**src/rtl/fft3d_pkg.sv**
```systemverilog
// Shared definitions for the 3D FFT engine: sequencer state encoding, one-hot
// dimension codes, default grid/FFT sizing and the pass-order lookup.
package fft3d_pkg;

   localparam int DEFAULT_DIMENSION   = 16;
   localparam int DEFAULT_NUM_FFTS    = 4;
   localparam int DEFAULT_FFT_LATENCY = 16;

   localparam logic [2:0] DIM_NONE = 3'b000;
   localparam logic [2:0] DIM_X    = 3'b001;
   localparam logic [2:0] DIM_Y    = 3'b010;
   localparam logic [2:0] DIM_Z    = 3'b100;

   typedef enum logic [1:0] {
      ST_IDLE = 2'd0,
      ST_RUN  = 2'd1,
      ST_GAP  = 2'd2,
      ST_FIN  = 2'd3
   } seq_state_t;

   // Forward transforms sweep X,Y,Z; inverse transforms unwind them as Z,Y,X.
   function automatic logic [2:0] pass_dim(input logic [1:0] pass, input logic inv);
      logic [2:0] dim;
      dim = DIM_NONE;
      case (pass)
         2'd0:    dim = inv ? DIM_Z : DIM_X;
         2'd1:    dim = DIM_Y;
         2'd2:    dim = inv ? DIM_X : DIM_Z;
         default: dim = DIM_NONE;
      endcase
      return dim;
   endfunction

endpackage

```
**src/rtl/fft3d_sequencer.sv**
```systemverilog
// Sequences the three line-FFT passes of a 3D FFT over a DIMENSION^3 grid,
// driving the memory controller's dimension select and iteration index.
module fft3d_sequencer
   import fft3d_pkg::*;
#(
   parameter int DIMENSION   = DEFAULT_DIMENSION,
   parameter int NUM_FFTS    = DEFAULT_NUM_FFTS,
   parameter int FFT_LATENCY = DEFAULT_FFT_LATENCY,
   parameter int ITER_WIDTH  = 11
) (
   input  logic                  clk,
   input  logic                  rst,
   input  logic                  start,
   input  logic                  inverse,
   input  logic                  abort,
   input  logic                  fft_ready,
   output logic [2:0]            FFT_dim,
   output logic [ITER_WIDTH-1:0] FFT_iteration,
   output logic                  fft_rd_en,
   output logic                  fft_wr_en,
   output logic                  busy,
   output logic                  pass_done,
   output logic                  done
);

   localparam int LOAD_CYCLES = DIMENSION * DIMENSION;
   localparam int PASS_LEN    = LOAD_CYCLES + FFT_LATENCY;

   localparam logic [ITER_WIDTH-1:0] LOAD_END  = ITER_WIDTH'(LOAD_CYCLES);
   localparam logic [ITER_WIDTH-1:0] WB_START  = ITER_WIDTH'(FFT_LATENCY);
   localparam logic [ITER_WIDTH-1:0] PASS_LAST = ITER_WIDTH'(PASS_LEN - 1);

   if (NUM_FFTS < 1 || ITER_WIDTH < $clog2(PASS_LEN)) begin : g_bad_params
      $error("fft3d_sequencer: NUM_FFTS must be >= 1 and ITER_WIDTH must hold PASS_LEN-1");
   end

   seq_state_t            state_reg, state_next;
   logic [ITER_WIDTH-1:0] iter_reg, iter_next;
   logic [1:0]            pass_reg, pass_next;
   logic                  inv_reg, inv_next;

   always_ff @(posedge clk or negedge rst) begin
      if (!rst) begin
         state_reg <= ST_IDLE;
         iter_reg  <= '0;
         pass_reg  <= 2'd0;
         inv_reg   <= 1'b0;
      end else begin
         state_reg <= state_next;
         iter_reg  <= iter_next;
         pass_reg  <= pass_next;
         inv_reg   <= inv_next;
      end
   end

   always_comb begin
      state_next = state_reg;
      iter_next  = iter_reg;
      pass_next  = pass_reg;
      inv_next   = inv_reg;

      if (abort) begin
         state_next = ST_IDLE;
         iter_next  = '0;
         pass_next  = 2'd0;
      end else begin
         case (state_reg)
            ST_IDLE: begin
               if (start) begin
                  inv_next   = inverse;
                  pass_next  = 2'd0;
                  iter_next  = '0;
                  state_next = ST_RUN;
               end
            end
            ST_RUN: begin
               // A stall freezes everything, including the final-iteration exit.
               if (fft_ready) begin
                  if (iter_reg == PASS_LAST) begin
                     iter_next  = '0;
                     state_next = (pass_reg == 2'd2) ? ST_FIN : ST_GAP;
                  end else begin
                     iter_next = iter_reg + 1'b1;
                  end
               end
            end
            ST_GAP: begin
               pass_next  = pass_reg + 2'd1;
               state_next = ST_RUN;
            end
            ST_FIN: begin
               pass_next  = 2'd0;
               state_next = ST_IDLE;
            end
            default: begin
               state_next = ST_IDLE;
               iter_next  = '0;
               pass_next  = 2'd0;
            end
         endcase
      end
   end

   logic run_active;

   always_comb begin
      run_active    = (state_reg == ST_RUN);
      FFT_dim       = run_active ? pass_dim(pass_reg, inv_reg) : DIM_NONE;
      FFT_iteration = iter_reg;
      // Load and write-back windows overlap once the pipeline has filled.
      fft_rd_en     = run_active && fft_ready && (iter_reg < LOAD_END);
      fft_wr_en     = run_active && fft_ready && (iter_reg >= WB_START);
      busy          = (state_reg != ST_IDLE);
      pass_done     = (state_reg == ST_GAP) || (state_reg == ST_FIN);
      done          = (state_reg == ST_FIN);
   end

endmodule

```
**config.mk**
```make
export PLATFORM = sky130hd
export DESIGN_NAME = fft3d_sequencer
export DESIGN_NICKNAME = d
export VERILOG_FILES = /design/src/rtl/fft3d_pkg.sv /design/src/rtl/fft3d_sequencer.sv
export SDC_FILE = /design/constraint.sdc
export NUM_CORES = 1
export LEC_CHECK = 0
export ABC_AREA = 1
export ABC_CLOCK_PERIOD_IN_PS = 1400
export CAP_MARGIN = 20
export CORE_UTILIZATION = 40
export DETAILED_ROUTE_END_ITERATION = 8
export GPL_TIMING_DRIVEN = 0
export PLACE_DENSITY_LB_ADDON = 0.25
export RECOVER_POWER = 50
export SYNTH_ARGS = -nofsm -noshare
export SYNTH_HDL_FRONTEND = slang
export SYNTH_SLANG_ARGS = --single-unit
export TNS_END_PERCENT = 100
```
**constraint.sdc**
```tcl
create_clock -name clk -period 1.4 [get_ports clk]
set_input_delay 0.28 -clock clk [delete_from_list [all_inputs] [get_ports clk]]
set_output_delay 0.28 -clock clk [all_outputs]
set_load 0.01 [all_outputs]
```
=== Word level (Yosys, flattened, before mapping) ===
Cells that the tools add are included.
Widths: inputs -> output; s select.

* Bits in latches: 0
* Memory bits (writable): 0
* Flip-flop bits (word level): 16
* Input bits: 6
* ROM bits: 0
* Logic and storage cells: 49
* Memories kept: 0

* Bitwise logic cells: 1
* $mul: 0
* Order comparisons: 2
* Divide/modulo/power cells: 0
* Muxes and demuxes: 18
* Eq/ne operators: 9
* Shifts and indexed selects: 0
* Reductions and logical operators: 13
* $add $sub $neg: 2

{| class="wikitable"
|+ Operators by type and width
! cell !! number
|-
| $mux 11 || 4
|-
| $pmux 11 s2 || 1
|-
| $mux 2 || 6
|-
| $add 11x1->11 const B || 1
|-
| $eq 11x9->1 const B || 1
|-
| $ge 11x5->1 const B || 1
|-
| $lt 11x9->1 const B || 1
|-
| $mux 3 || 3
|-
| $pmux 3 s3 || 1
|-
| $reduce_and 3->1 || 3
|-
| $pmux 2 s4 || 1
|-
| $eq 2x2->1 const B || 3
|-
| $ne 3x3->1 const B || 2
|-
| $pmux 2 s3 || 1
|-
| $eq 2x1->1 const B || 2
|-
| $logic_not 2->1 || 2
|-
| $reduce_bool 4->1 || 1
|-
| $logic_and 1x1->1 || 3
|-
| $ne 3x2->1 const B || 1
|-
| $reduce_bool 3->1 || 1
|-
| $add 2x1->2 const B || 1
|-
| $reduce_and 2->1 || 1
|-
| $reduce_bool 2->1 || 1
|-
| $logic_or 1x1->1 || 1
|-
| other kinds (2) || 2
|}

=== Longest topological paths before layout ===
Gate-level depths: netlist (run 1).

* Depth in word-level cells: 6
* Depth in mapped cells: 9
* Gate-level depth less buffers: 8

=== Worst setup path after synthesis (run 1) ===
OpenSTA, ideal clock, no wires.

* Path kind: flip-flop to output port
* From: register pass_reg[0]
* To: output FFT_dim[0]
* Setup slack: -0.221 ns
* Stages on the path, launching flop included: 5
* Required time: 1.120 ns
* Buffers on the path: 0
* Arrival time: 1.341 ns
* Path through: dfrtp_1 inv_1 ha_1 inv_1 a2111oi_0

* Word-level cells in the longest chain between the ends: 3

{| class="wikitable"
|+ RTL lines
! what !! RTL line !! RTL
|-
| from (decl) || fft3d_sequencer.sv:39 || <nowiki>logic [1:0] pass_reg, pass_next;</nowiki>
|-
| from (signal assigned) || fft3d_sequencer.sv:51 || <nowiki>pass_reg <= pass_next;</nowiki>
|-
| $eq 2x2->1, or another cell as far along || fft3d_pkg.sv:25 || <nowiki>case (pass)</nowiki>
|-
| $pmux 3 s3 (*) || fft3d_pkg.sv:25 ||
|-
| $mux 3 (*) || fft3d_sequencer.sv:108 || <nowiki>FFT_dim = run_active ? pass_dim(pass_reg, inv_reg) : DIM_NONE;</nowiki>
|-
| to (decl) || fft3d_sequencer.sv:17 || <nowiki>output logic [2:0] FFT_dim,</nowiki>
|}

Mark *: on every way between the ends. The rest lies on a longest branch, timed or not.

=== Worst setup path in the final report (run 1) ===
* From: register pass_reg[0]
* To: output FFT_dim[2]

Same word-level chain as after synthesis.

==> metrics.txt, run 1 <==
routed wl met3 330 um; Seq/Total Area, Yosys 0.379; wire length of the first global-routing pass around 5.4 mm; multiplexer area fraction after synthesis 0; Crit Path Category reg2out; Sum Neg Setup Slack -4.52 ns; count leader, synth nand2_1; violated checks setup timing; Synth cell types 20; Hold Crit Class in2reg; Die Span X ~53 um; CP required 1.12 ns; Wirelength per Cell around 18 um; Final min period ~1.9 ns; Synth Area in Adders 0.0592; DR WL met2 approximately 2.3 mm; Main synth FF type dfrtp_1; GPL Wtd Cong ~0.84; vias post-DR 1407; Fin. Hold Viols 0; EDFF count, synth 0; ANT nets after route 0; Slew @ Worst Pin roughly 0.78 ns; fmax between 500 and 600 MHz; clock skew 0.00834 ns; main combinational cell family by area after synthesis simple AND/OR/NAND/NOR gates; WHS ~0.46 ns; simple-gate share of the synthesized area 0.376; largest vdd supply drop between 0.5 and 0.6 mV; CTS tree done; num rows 18; placed insts approximately 210; Routed WL between 4 and 5 mm; largest net degree at the start of global routing 17; TritonCTS buffer count 3; pre-CTS setup slack -0.576 ns; final net count ~230; total track usage 0.262; Area growth syn-to-layout 94.7%; status complete, but fails checks; clock latency on the worst-skew pair 0.31 ns; vias in the first global route about 1300; area post-placement around 1300 um^2; num ports 25; endpoint class of the critical path output port; Diodes inserted 0; worst-path fanout max 3; Final period util 1.33; post-DP HPWL between 1.5 and 2 mm; H-tree levels 1; Layout Cells excl Fill between 200 and 300; Buffers on Ports 24; Max Used Layer met4; # hold bufs at CTS 0; Worst-path clk slew 0.10 ns; setup violators final 23; Design Power ~1.7 mW; Max Cap Violations 0; Slew headroom 0.481; asr flop ratio synth 1.00; Syn Std Cell Area between 1000 and 1500 um^2; Design Area, Final slightly above 2000 um^2; compound-gate portion of the synthesized area 0.0781; Cell Pwr Density 818 nW/um^2; Synth Register Bits 16; maximum buffer depth of the clock tree 2; die height 53.4 um; Largest register FFs 11; RSZ-0062 raised after global routing yes; Syn Inst Count about 150; Initial DRC Count between 60 and 70; xor/xnor share of the synthesized area 0; clk sinks 16; Startpoint Class flop; grt total ovfl 0; Arrival @ worst endpoint about 1.6 ns; Synth area leader dfrtp_1; Final Max Tran Viols 0; share of Yosys cell area claimed by the top area cell type 0.379; CTS Root Cell clkbuf_4; drt first pass iters 4; Net Count, Synth around 170; layout cells sized above 1 0.582; leading post-synthesis cells by cell area dfrtp_1, nand2_1, nor2_1, inv_1, nand3_1; final core occ 0.831; met1 wire length between 1.5 and 2 mm; die area approximately 2900 um^2; DRC 0; setup ws final -0.461 ns; Pleak approximately 1.0 nW; Core Region ~2500 um^2; vias per inst between 5 and 6; Post-synth top cells nand2_1, nor2_1, inv_1; Yosys Warn Count 0; initial antenna violation count 0; Avg Synthesized Cell Area between 6 and 7 um^2; initial cell density of the core 0.427
==> area by class of cell <==
cell class,instances,area (um^2)
buffer,2,22.5
clock buffer,4,36.3
fill,135,419
inverter,26,108
multi-input combinational,110,897
sequential,16,405
tap,30,37.5
timing repair buffer,62,552
==> worst max-delay path, stage by stage, from the launching register on <==
cell	delay, ns
dfrtp_1	0.42
ha_1	0.29
a2111oi_4	0.37
buf_2	0.20
==> cells by family (layout without fill, tap and decap cells) <==
family / count (synthesis) / in the layout
fa+ha+maj: 5 / 5
flops: 16 / 16
buf+inv: 28 / 94
simple gates: 91 / 91
compound gates: 14 / 14
==> layer usage <==
metal	track usage	vias up
li1	-	619
met4	0.0877	0
met1	0.290	659
met3	0.0661	32
met2	0.477	97
met5	0	-
==> what timing repair did <==
item                       in CTS  in global routing
setup endpoints to repair      28                 23
pin swaps                      20                 29
gates cloned                    1                  0
resized for setup             104                 68
buffers inserted               29                  9
==> power by group <==
part	switching, mW	total [mW]	internal (mW)
logic	0.455	0.840	0.385
clock network	0.164	0.323	0.159
registers	0.0301	0.521	0.491
total	0.649	1.68	1.04
==> placed cells by master (no fill, tap or decap), drive strengths merged, types with 5 or more instances in the layout <==
master,n
buf,48
dfrtp,16
dlygate4sd2,11
ha,5
inv,26
nand2,40
nand3,15
nor2,31
o21ai,6
==> path summary, 6_finish.rpt <==
path / from / endpoint / slack, ns / depth (start not counted)
max: pass_reg[0] / FFT_dim[2] / -0.46 / 3
min: abort / FFT_iteration[0] / 0.46 / 4
min reg2reg: FFT_iteration[8] / FFT_iteration[8] / 0.61 / 2
max in group asynchronous: rst / pass_reg[1] / 0.38 / 1
min in group asynchronous: rst / inv_reg / 0.48 / 1
max reg2reg: state_reg[0] / FFT_iteration[3] / -0.23 / 8
No activity file was read; power rests on OpenSTA's default activity.
==> inputs of run 2 (changes only) <==
--- a/config.mk
+++ b/config.mk
@@ -6,13 +6,14 @@
 export NUM_CORES = 1
 export LEC_CHECK = 0
 export ABC_AREA = 1
-export ABC_CLOCK_PERIOD_IN_PS = 1400
+export ABC_CLOCK_PERIOD_IN_PS = 2000
 export CAP_MARGIN = 20
 export CORE_UTILIZATION = 40
 export DETAILED_ROUTE_END_ITERATION = 8
 export GPL_TIMING_DRIVEN = 0
 export PLACE_DENSITY_LB_ADDON = 0.25
 export RECOVER_POWER = 50
+export REMOVE_ABC_BUFFERS = 1
 export SYNTH_ARGS = -nofsm -noshare
 export SYNTH_HDL_FRONTEND = slang
 export SYNTH_SLANG_ARGS = --single-unit
==> constraint.sdc (replaced) <==
create_clock -name clk -period 2 [get_ports clk]
set_input_delay 0.4 -clock clk [delete_from_list [all_inputs] [get_ports clk]]
set_output_delay 0.4 -clock clk [all_outputs]
set_load 0.01 [all_outputs]
==> metrics.txt, run 2 (synthesis gave the netlist of run 1 again) <==
Die Span X 53.4 um (unchanged); Core Region 2480 um^2 (unchanged); clk sinks 16 (unchanged); CP required 1.60 ns (+0.48 ns); Slew @ Worst Pin 0.746 ns (-0.0294 ns); clock skew 0.00154 ns (-0.00680 ns); Hold Crit Class reg2reg; Startpoint Class flop; DRC 0 (unchanged); maximum buffer depth of the clock tree 2 (unchanged); Final Max Tran Viols 0 (unchanged); area of the multi-input gates 581 um^2 (-35%); vias in the first global route 882 (-31%); post-DP HPWL 1.73 mm (-1.6%); final core occ 0.572 (-0.259); placed insts 206 (-0.96%); Buffers on Ports 24 (unchanged); Sum Neg Setup Slack 0 ns (+4.52 ns); CTS Root Cell clkbuf_4; Area growth syn-to-layout 34.0%; Diodes inserted 0 (unchanged); die height 53.4 um (unchanged); WHS 0.546 ns (+0.0869 ns); H-tree levels 1 (unchanged); Fin. Hold Viols 0 (unchanged); Max Cap Violations 0 (unchanged); largest net degree at the start of global routing 17 (unchanged); Fill cells 251 (+86%); initial antenna violation count 0 (unchanged); Final min period 1.91 ns; endpoint class of the critical path output port; Pleak 0.697 nW (-31%); commonest non-fill, non-tap cells in the layout nand2_1, nor2_1, inv_1; vias post-DR 1066 (-24%); vias per inst 4.96 (-12%); num rows 18 (unchanged); Slew headroom 0.501 (+0.0197); Largest register FFs 11 (unchanged); GPL Wtd Cong 0.886 (+5.8%); Design Power 847 uW (-50%); total track usage 0.190 (-0.0722); Initial DRC Count 22 (-64%); clock latency on the worst-skew pair 0.29 ns (-0.02 ns); TritonCTS buffer count 3 (unchanged); fmax between 500 and 600 MHz; ANT nets after route 0 (unchanged); Crit Path Category reg2out; status completed; Routed WL 2.43 mm (-46%); initial cell density of the core 0.427 (unchanged); Sequential Area 402 um^2 (-0.93%); drt first pass iters 4 (unchanged); Worst-path clk slew 0.10 ns (about the same); Wirelength per Cell 11.3 um (-37%); wire length of the first global-routing pass 3.86 mm (-28%); layout cells sized above 1 0.130 (-0.452); setup violators final 0 (-100%); Final period util 0.953; CTS tree done; Arrival @ worst endpoint 1.51 ns (-0.07 ns); Layout Cells excl Fill 215 (-14%); final net count 197 (-15%); die area 2850 um^2 (unchanged); num ports 25 (unchanged); most common cell after layout, fill and taps aside nand2_1; worst-path fanout max 4 (+1); largest vdd supply drop 0.443 mV (-25%); Cell Pwr Density 598 nW/um^2 (-27%); grt total ovfl 0 (unchanged)
-- run 2: changes by cell type in the layout (fill, tap and decap cells not counted), sizes merged --
cell           previous run  this run
clkbuf                    4         6
clkdlybuf4s50             3        15
buf                      48         5
dlygate4sd2              11         3
dlygate4sd3               1         3
-- run 2: final timing paths --
| path | start | end | slack (ns) | cells past startpoint |
|---|---|---|---|---|
| max in group asynchronous | rst | state_reg[1] | 0.89 | 1 |
| worst max-delay path | state_reg[1] | done | 0.09 | 4 |
| min in group asynchronous | rst | FFT_iteration[2] | 0.60 | 1 |
| worst min register to register | FFT_iteration[0] | FFT_iteration[0] | 0.55 | 1 |
| worst max register to register | state_reg[1] | FFT_iteration[9] | 0.33 | 8 |
| worst min-delay path | FFT_iteration[0] | FFT_iteration[0] | 0.55 | 1 |
-- run 2: worst max-delay path, cell delays in order, from the launching register on --
cell	delay (ns)
dfrtp_2	0.40
clkbuf_1	0.15
nand2_1	0.09
inv_1	0.05
clkdlybuf4s50_1	0.52
-- run 2: timing repair --
item,4_1_cts,5_1_grt
endpoints found under the setup margin,5,3
setup buffers,3,2
hold buffers,0,0
resized for setup,18,8
-- run 2: metrics by stage --
step | cell area, um^2 | worst slack [ns]
after floorplan | 1040 | 0.259
after global placement | 1320 | -0.0887
after detailed placement | 1320 | -0.119
after CTS | 1380 | 0.00121
after global routing | 1420 | -0.00205
final | 1420 | 0.0947
-- run 2: power by group --
part | leakage, nW | internal (mW) | switching (mW)
Sequential | 0.216 | 0.344 | 0.0200
Combinational | 0.460 | 0.105 | 0.154
Clock | 0.0210 | 0.111 | 0.113
-- run 2: area by class of cell --
class,instances,area share
Multi-Input combinational cell,110,0.410
Inverter,26,0.0689
Clock buffer,4,0.0256
Timing Repair Buffer,29,0.186
Sequential cell,16,0.284
Tap cell,30,0.0265
-- run 2: per-layer routing --
layer	track usage	vias to the layer above	part of all wire
li1	-	548	-
met1	0.250	477	0.47
met2	0.292	36	0.47
met3	0.0402	5	0.049
met4	0.0921	0	0.016
met5	0	-	0
==> inputs of run 3 (changes only) <==
--- a/config.mk
+++ b/config.mk
@@ -6,11 +6,11 @@
 export NUM_CORES = 1
 export LEC_CHECK = 0
 export ABC_AREA = 1
-export ABC_CLOCK_PERIOD_IN_PS = 2000
 export CAP_MARGIN = 20
-export CORE_UTILIZATION = 40
+export CORE_UTILIZATION = 30
 export DETAILED_ROUTE_END_ITERATION = 8
 export GPL_TIMING_DRIVEN = 0
+export HOLD_SLACK_MARGIN = 0.1
 export PLACE_DENSITY_LB_ADDON = 0.25
 export RECOVER_POWER = 50
 export REMOVE_ABC_BUFFERS = 1
==> metrics.txt, run 3 (synthesis gave the netlist of run 1 again) <==
Initial DRC Count 58 (+160%); hold path depth 1 (unchanged); num rows 21 (+3); Arrival @ worst endpoint 1.54 ns (+0.03 ns); initial cell density of the core 0.314 (-0.112); TritonCTS buffer count 3 (unchanged); vias in the first global route 909 (+3.1%); placed insts 222 (+7.8%); vias per inst 4.74 (-4.4%); Fin. Hold Viols 0 (unchanged); largest vdd supply drop 0.257 mV (-42%); DR WL met2 1.31 mm (+15%); # hold bufs at CTS 0 (unchanged); drt first pass iters 4 (unchanged); setup violators final 0 (unchanged); Final min period 1.94 ns (+0.0368 ns); num ports 25 (unchanged); status completed; clock latency on the worst-skew pair 0.29 ns (about the same); Sum Neg Setup Slack 0 ns (unchanged); Final Max Tran Viols 0 (unchanged); Pleak 0.693 nW (-0.54%); Core Region 3360 um^2 (+36%); die area 3770 um^2 (+32%); DRC 0 (unchanged); CP peak stage delay 0.42 ns (-0.10 ns); Max Used Layer met4; CP required 1.60 ns (about the same); routed wl met3 198 um (+65%); Cell Pwr Density 602 nW/um^2 (+0.63%); crit-path cells inv_2 > ha_2 > inv_2 > a2111oi_4 > buf_2; Final period util 0.971 (+0.0184); clock skew 0.00333 ns (+0.00178 ns); Startpoint Class flop; initial antenna violation count 0 (unchanged); Layout Cells excl Fill 228 (+6.0%); maximum buffer depth of the clock tree 2 (unchanged); post-DP HPWL 1.87 mm (+7.7%); CTS Root Cell clkbuf_4; Hold Crit Class reg2reg; Die Span X 61.4 um (+15%); Crit Path Category reg2out; met1 wire length 1.08 mm (-5.4%); CTS tree done; H-tree levels 1 (unchanged); CP most frequent cell inv_2; layout cells sized above 1 0.126 (-0.00336); Largest register FFs 11 (unchanged); Worst-path clk slew 0.10 ns (about the same); endpoint class of the critical path output port; Slew @ Worst Pin 0.787 ns (+0.0409 ns); grt total ovfl 0 (unchanged); slowest stage cell, crit path dfrtp_1; Slew headroom 0.474 (-0.0274); die height 61.4 um (+15%); Crit path max-delay family flip-flops; ANT nets after route 0 (unchanged); wire length of the first global-routing pass 3.89 mm (+0.70%); setup ws final 0.0579 ns (-0.0368 ns); worst-path fanout max 4 (unchanged); Area growth syn-to-layout 35.0%; vias post-DR 1081 (+1.4%); fmax 515 MHz (-1.9%); CP Buf/Inv Count 3 (unchanged); Routed WL 2.60 mm (+6.7%); Wirelength per Cell 11.4 um (+0.58%); Worst Reg-to-Reg Cells 7 (-1); Stages on worst setup path 5 (+1); pre-CTS setup slack -0.195 ns (-0.0761 ns); clk sinks 16 (unchanged); Buffers on Ports 24 (unchanged); Design Power 859 uW (+1.4%); Diodes inserted 0 (unchanged); total track usage 0.140 (-0.0504); largest net degree at the start of global routing 17 (unchanged); final net count 194 (-1.5%); Max Cap Violations 0 (unchanged); GPL Wtd Cong 0.755 (-15%); commonest non-fill, non-tap cells in the layout nand2_1, nor2_1, inv_1, dfrtp_1, nand3_1; most common cell after layout, fill and taps aside nand2_1
## run 3: worst reg2reg max path, stage by stage (launching register included)
cell     delay (ns)
dfrtp_1        0.39
buf_4          0.15
nand2_1        0.24
nor2_1         0.13
nor2_4         0.31
nand2_1        0.28
nand2_1        0.13
a21oi_1        0.05
## run 3: where the power goes
| part | switching [mW] | leakage (nW) | internal [mW] | total (mW) |
|---|---|---|---|---|
| Clock | 0.110 | 0.0210 | 0.111 | 0.221 |
| Combinational | 0.161 | 0.456 | 0.111 | 0.272 |
| Sequential | 0.0228 | 0.216 | 0.344 | 0.367 |
## run 3: final timing paths
path / end / start / slack [ns]
max in group asynchronous: state_reg[1] / rst / 0.84
min reg2reg: FFT_iteration[0] / FFT_iteration[0] / 0.55
min: FFT_iteration[0] / FFT_iteration[0] / 0.55
min in group asynchronous: FFT_iteration[1] / rst / 0.62
max: FFT_dim[2] / pass_reg[0] / 0.06
max reg2reg: FFT_iteration[8] / state_reg[0] / 0.22
## run 3: final cells by class
cell class,count,area [um^2]
Fill cell,375,1940
Multi-Input combinational cell,110,591
Sequential cell,16,402
Timing Repair Buffer,26,244
Inverter,26,97.6
Tap cell,46,57.6
Clock buffer,4,36.3
## run 3: repair_timing
action,CTS,global route
setup buffers,2,0
setup endpoints to repair,5,3
resized for setup,20,7
## run 3: through the flow
stage          hold WS [ns]  area, um^2  utilization
2_1_floorplan         0.104        1040            -
3_3_place_gp          0.531        1340        0.398
3_5_place_dp          0.546        1340        0.398
4_1_cts               0.557        1390        0.414
5_1_grt               0.594        1430        0.424
6_report              0.555        1430        0.424
## run 3: per-layer routing
metal | track usage | up-vias
li1 | - | 540
met1 | 0.181 | 500
met2 | 0.231 | 39
met3 | 0.0483 | 2
met4 | 0.0190 | 0
met5 | 0 | -
